**src/rtl/maxv_pkg.sv**
```systemverilog
// Shared constants, banner contents and UART transmitter state encoding
// for the bring-up top.
package maxv_pkg;

    localparam int BAUD    = 115200;
    localparam int MSG_LEN = 7;

    // "Hello\r\n"
    localparam logic [7:0] MSG [MSG_LEN] = '{8'h48, 8'h65, 8'h6C, 8'h6C, 8'h6F, 8'h0D, 8'h0A};

    typedef enum logic [1:0] {
        IDLE  = 2'd0,
        START = 2'd1,
        DATA  = 2'd2,
        STOP  = 2'd3
    } tx_state_e;

    // Clock frequencies below the baud rate clamp to one cycle per bit.
    function automatic int clks_per_bit(input int freq);
        return (freq / BAUD < 1) ? 1 : freq / BAUD;
    endfunction

endpackage

```
**src/rtl/maxv_if.sv**
```systemverilog
// Byte handshake between the banner sequencer and the UART transmitter.
// A byte transfers on any rising edge where valid and ready are both high;
// the master holds data stable while valid is high and ready is low.
interface maxv_if;
    logic [7:0] data;
    logic       valid;
    logic       ready;

    modport master (output data, output valid, input  ready);
    modport slave  (input  data, input  valid, output ready);
endinterface

```
**src/rtl/maxv_uart_tx.sv**
```systemverilog
// TX-only 8N1 UART: start bit, eight data bits LSB first, one stop bit.
// The line is driven straight from a flop so it never glitches.
module uart_tx
    import maxv_pkg::*;
#(
    parameter int CLKS_PER_BIT = 1
) (
    input  logic       clk_i,
    input  logic       rstn_i,
    input  logic [7:0] data_i,
    input  logic       valid_i,
    output logic       ready_o,
    output logic       tx_o
);

    localparam int            CW      = (CLKS_PER_BIT > 1) ? $clog2(CLKS_PER_BIT) : 1;
    localparam logic [CW-1:0] CNT_MAX = CW'(CLKS_PER_BIT - 1);

    tx_state_e     state_q, state_d;
    logic [CW-1:0] cnt_q,   cnt_d;
    logic [2:0]    bit_q,   bit_d;
    logic [7:0]    shift_q, shift_d;
    logic          tx_q,    tx_d;
    logic          bit_done;

    always_ff @(posedge clk_i or negedge rstn_i) begin
        if (!rstn_i) begin
            state_q <= IDLE;
            cnt_q   <= '0;
            bit_q   <= '0;
            shift_q <= '0;
            tx_q    <= 1'b1;
        end else begin
            state_q <= state_d;
            cnt_q   <= cnt_d;
            bit_q   <= bit_d;
            shift_q <= shift_d;
            tx_q    <= tx_d;
        end
    end

    assign bit_done = (cnt_q == CNT_MAX);

    // tx_d is the level the line takes on the next edge, so each state
    // transition also decides the first level of the following bit.
    always_comb begin
        state_d = state_q;
        cnt_d   = cnt_q;
        bit_d   = bit_q;
        shift_d = shift_q;
        tx_d    = tx_q;
        ready_o = 1'b0;
        case (state_q)
            IDLE: begin
                ready_o = 1'b1;
                tx_d    = 1'b1;
                cnt_d   = '0;
                bit_d   = '0;
                if (valid_i) begin
                    shift_d = data_i;
                    tx_d    = 1'b0;
                    state_d = START;
                end
            end
            START: begin
                if (bit_done) begin
                    cnt_d   = '0;
                    tx_d    = shift_q[0];
                    shift_d = {1'b0, shift_q[7:1]};
                    state_d = DATA;
                end else begin
                    cnt_d = cnt_q + CW'(1);
                end
            end
            DATA: begin
                if (bit_done) begin
                    cnt_d = '0;
                    if (bit_q == 3'd7) begin
                        tx_d    = 1'b1;
                        state_d = STOP;
                    end else begin
                        bit_d   = bit_q + 3'd1;
                        tx_d    = shift_q[0];
                        shift_d = {1'b0, shift_q[7:1]};
                    end
                end else begin
                    cnt_d = cnt_q + CW'(1);
                end
            end
            STOP: begin
                tx_d = 1'b1;
                if (bit_done) begin
                    cnt_d   = '0;
                    state_d = IDLE;
                end else begin
                    cnt_d = cnt_q + CW'(1);
                end
            end
            default: begin
                tx_d    = 1'b1;
                cnt_d   = '0;
                state_d = IDLE;
            end
        endcase
    end

    assign tx_o = tx_q;

endmodule

```
**src/rtl/maxv_top.sv**
```systemverilog
// Board top: endlessly sends "Hello\r\n" over the UART and shows the low six
// bits of the sent-byte count on active-low LEDs.
module maxv_top
    import maxv_pkg::*;
#(
    parameter int FREQ = 27_000_000
) (
    input  logic       clk_i,
    input  logic       rstn_i,
    output logic [5:0] led_o,
    output logic       uart_tx_o
);

    localparam int         CLKS_PER_BIT = clks_per_bit(FREQ);
    localparam logic [2:0] IDX_LAST     = 3'(MSG_LEN - 1);

    maxv_if hs ();

    logic [2:0] idx_q,      idx_d;
    logic [5:0] byte_cnt_q, byte_cnt_d;
    logic [5:0] led_q,      led_d;
    logic       hs_fire;

    // The banner source never stalls; the transmitter paces it.
    assign hs.valid = 1'b1;
    assign hs.data  = MSG[idx_q];
    assign hs_fire  = hs.valid & hs.ready;

    always_ff @(posedge clk_i or negedge rstn_i) begin
        if (!rstn_i) begin
            idx_q      <= '0;
            byte_cnt_q <= '0;
            led_q      <= 6'h3F;
        end else begin
            idx_q      <= idx_d;
            byte_cnt_q <= byte_cnt_d;
            led_q      <= led_d;
        end
    end

    always_comb begin
        idx_d      = idx_q;
        byte_cnt_d = byte_cnt_q;
        if (hs_fire) begin
            idx_d      = (idx_q == IDX_LAST) ? 3'd0 : idx_q + 3'd1;
            byte_cnt_d = byte_cnt_q + 6'd1;
        end
        // LEDs follow the count in the same cycle it changes.
        led_d = ~byte_cnt_d;
    end

    uart_tx #(
        .CLKS_PER_BIT (CLKS_PER_BIT)
    ) u_uart_tx (
        .clk_i   (clk_i),
        .rstn_i  (rstn_i),
        .data_i  (hs.data),
        .valid_i (hs.valid),
        .ready_o (hs.ready),
        .tx_o    (uart_tx_o)
    );

    assign led_o = led_q;

endmodule

```
**config.mk**
```make
export PLATFORM = sky130hd
export DESIGN_NAME = maxv_top
export DESIGN_NICKNAME = d
export VERILOG_FILES = /design/src/rtl/maxv_pkg.sv /design/src/rtl/maxv_if.sv /design/src/rtl/maxv_uart_tx.sv /design/src/rtl/maxv_top.sv
export SDC_FILE = /design/constraint.sdc
export NUM_CORES = 1
export LEC_CHECK = 0
export ABC_AREA = 1
export CAP_MARGIN = 20
export CELL_PAD_IN_SITES_DETAIL_PLACEMENT = 1
export CELL_PAD_IN_SITES_GLOBAL_PLACEMENT = 1
export CORE_ASPECT_RATIO = 0.6
export CORE_MARGIN = 8
export CORE_UTILIZATION = 41
export DETAILED_ROUTE_END_ITERATION = 10
export GPL_ROUTABILITY_DRIVEN = 0
export PLACE_DENSITY_LB_ADDON = 0.1
export SYNTH_ARGS = -nofsm -noshare
export SYNTH_HDL_FRONTEND = slang
export SYNTH_SLANG_ARGS = --single-unit
```
**constraint.sdc**
```tcl
create_clock -name clk_i -period 1.36 [get_ports clk_i]
set_clock_uncertainty 0.1 [all_clocks]
set_input_delay 0.136 -clock clk_i [delete_from_list [all_inputs] [get_ports clk_i]]
set_output_delay 0.136 -clock clk_i [all_outputs]
set_load 0.03 [all_outputs]
```
==> results.md <==
* Status: finished with violations
* Failing checks: setup timing
* Die ar. at 6840 um^2
* Commonest non-fill, non-tap cell in the layout: nand2_1
* Initial antenna violation count at 0
* Layout net count at around 270
* Pwr/cell area at about 770 nW/um^2
* Mapped Area at 1800 um^2
* Die span in x at about 100 um
* Latest clock arrival within the worst-skew pair at 0.29 ns
* Cell Chain, Critical Path: inv_4 -> buf_4 -> ha_4 -> inv_4 -> nand2_2 -> nand2_2 -> nand2_4 -> nand3_4 -> nand2_1 -> nand2_1
* Chip height at 67.4 um
* First-pass GRT wire length at approximately 8900 um
* # setup viols final at 32
* Via-per-instance ratio at 5.28
* Largest net degree at the start of global routing at 37
* Worst reg2reg endpoint: u_uart_tx.shift_q[0]
* Avg WL per Cell at 21.2 um
* Fin worst setup slack at -0.265 ns
* Number of CTS-inserted buffers at 5
* Port Buffers at 8
* YS warnings at 0
* Vias in the first global route at 1725
* Crit path kind: reg2reg
* Root Buffer: clkbuf_8
* Via Count at 1680
* Area added between synthesis and finish at 53.7%
* HPWL Detailed at 3410 um
* Seq/Total Area, Yosys at 50.5%
* Clock transition at path regs at 0.07 ns
* Syn Inst Count at 205
* #FFs+latches synth at 36
* Worst-margin pin slew at ~0.47 ns
* RR Startpoint: u_uart_tx.state_q[0]
* Leakage power at ~0.0013 uW
* Largest stage delay, worst path at between 0.4 and 0.5 ns
* Synth top area cells: dfrtp_1 (40%), nand2_1 (12%), dfstp_2 (10%), ha_1 (6.9%), inv_1 (5.4%)
* Worst R2R Path Depth at 10
* RSZ-0062 raised after global routing: yes
* Max-cap violations at 0
* Most frequent cells in the layout: nand2_1 (39), buf_4 (36), dfrtp_1 (28)
* Unique masters post-synth at 27
* Core footprint at approximately 4200 um^2
* Fmax at 0.615 GHz
* Share of cells above drive strength 1 at 55.8%
* Area leader, netlist: dfrtp_1
* Max IR drop VDD at between 0.8 and 0.9 mV
* Minimum clock period at 1.62 ns
* Endpoints failing hold at 0
* WP data required at 1.44 ns
* Ant. Diodes at 0
* Non-Filler Instances at 318
* Smallest hold slack at about 0.32 ns
* Avg Cell Area, Syn at slightly below 9 um^2
* # IOs at 9
* Worst setup EP type: register
* Core Util, Final at 66.5%
* Type of origin of the critical path: register
* DP Cell Count at 294
* H-tree depth at 2
* CTS sink cnt at 36
* Clock tree buffer depth at 2
* Mapped Nets at 217
* DRC viols at 0
* Site row count at 18
* GR Overflow Total at 0
* TritonCTS clock tree: built
* Dpl ws at -0.208 ns
* Hold Crit Class: in2async
* First DRT Iteration DRCs at 78
* R2R Setup Slk at -0.26 ns
* Rel. slew slack at 68.3%
* WP data arrival at 1.71 ns
* Global-route usage over all layers at 17.2%
* Tcrit/Tclk final at 119%
* Detailed Routing Iterations Pass 1 at 4
* Critical path's slowest cell: dfrtp_2
* Crit-path max FO at 7
* Antenna Violating Nets Remaining at 0
* WL final at 6730 um
* Post-synth top area share at 40.2%
* Slew Viols, Final at 0
* Initial core utilization at 43.3%
==> worst max-delay path: cells and delay by family, from the launching register on <==
kind | cells | cell delay (ns)
adders and majority gates | 1 | 0.16
buffers and inverters | 3 | 0.28
DFF | 1 | 0.44
and+or+nand+nor | 6 | 0.52
==> synth_stat cells (all sizes together) <==
master / n
o31ai: 1
a21o: 1
xor2: 6
buf: 3
nand4: 2
nand3: 17
ha: 10
nand2: 60
nor2: 18
a21oi: 4
nor3: 2
a31oi: 1
o21ai: 13
or2: 1
dfrtp: 29
o211ai: 1
inv: 29
dfstp: 7
==> power breakdown <==
group          total (uW)  internal [uW]  switching [uW]
clock network        1040            647             395
logic                26.4           4.77            21.6
registers            1070           1070               0
==> how the worst max path moves through the flow <==
| stage | start | to | slack, ns |
|---|---|---|---|
| 2_1_floorplan | u_uart_tx.state_q[1] | led_o[5] | -0.10 |
| 3_3_place_gp | u_uart_tx.state_q[0] | u_uart_tx.shift_q[5] | -0.16 |
| 3_5_place_dp | u_uart_tx.state_q[0] | u_uart_tx.state_q[0] | -0.21 |
| 4_1_cts | u_uart_tx.cnt_q[1] | u_uart_tx.shift_q[5] | -0.15 |
| 5_1_grt | u_uart_tx.state_q[0] | u_uart_tx.state_q[1] | -0.32 |
| 6_report | u_uart_tx.state_q[0] | u_uart_tx.shift_q[0] | -0.26 |
==> metal layers <==
layer	wire [um]	vias up	track usage [%]	part of all wire, %
met3	220	18	4.82	3.3
met1	2930	883	21.1	44
met2	3370	32	29.3	50
li1	-	747	-	-
met5	0	-	0	0
met4	210	0	4.79	3.1
==> what timing repair did <==
item / CTS / global route
gates cloned: 0 / 0
resized for setup: 35 / 63
endpoints found under the setup margin: 25 / 35
pin swaps: 17 / 25
buffers inserted: 7 / 10
endpoints found under the hold margin: 29 / 0
hold buffers: 1 / 0
==> flip-flops by register name, summed over array words and instances (netlist names) <==
signal,flops
byte_cnt_q,6
idx_q,3
led_o,6
u_uart_tx.bit_q,3
u_uart_tx.cnt_q,8
u_uart_tx.shift_q,7
u_uart_tx.state_q,2
u_uart_tx.tx_o,1
==> logic make-up (layout without fill, tap and decap cells) <==
family,count (synthesis),in the layout,share of synthesized area [%]
fa+ha+maj,10,10,6.94
xor+xnor,6,6,2.91
simple gates,100,100,25.6
buf+inv,32,85,7.15
flops,36,36,50.5
compound gates,21,21,6.94
==> final cells by class <==
| class | count | area (um^2) |
|---|---|---|
| fillers | 437 | 1400 |
| multi-input cells | 137 | 1120 |
| flip-flops and latches | 36 | 911 |
| repair buffers | 48 | 410 |
| inverters | 29 | 126 |
| clock buffers | 7 | 96.3 |
| well taps | 60 | 75.1 |
| clock inverters | 1 | 30.0 |
==> through the flow <==
stage / total power (uW) / area (um^2) / setup TNS (ns)
5_1_grt: 2220 / 2770 / -7.22
6_report: 2140 / 2770 / -5.33
4_1_cts: 2160 / 2480 / -2.86
3_5_place_dp: 1120 / 2150 / -3.18
3_3_place_gp: 1120 / 2150 / -1.89
2_1_floorplan: 1090 / 1850 / -1.02
Note: power is estimated with default switching activity, not from simulation.
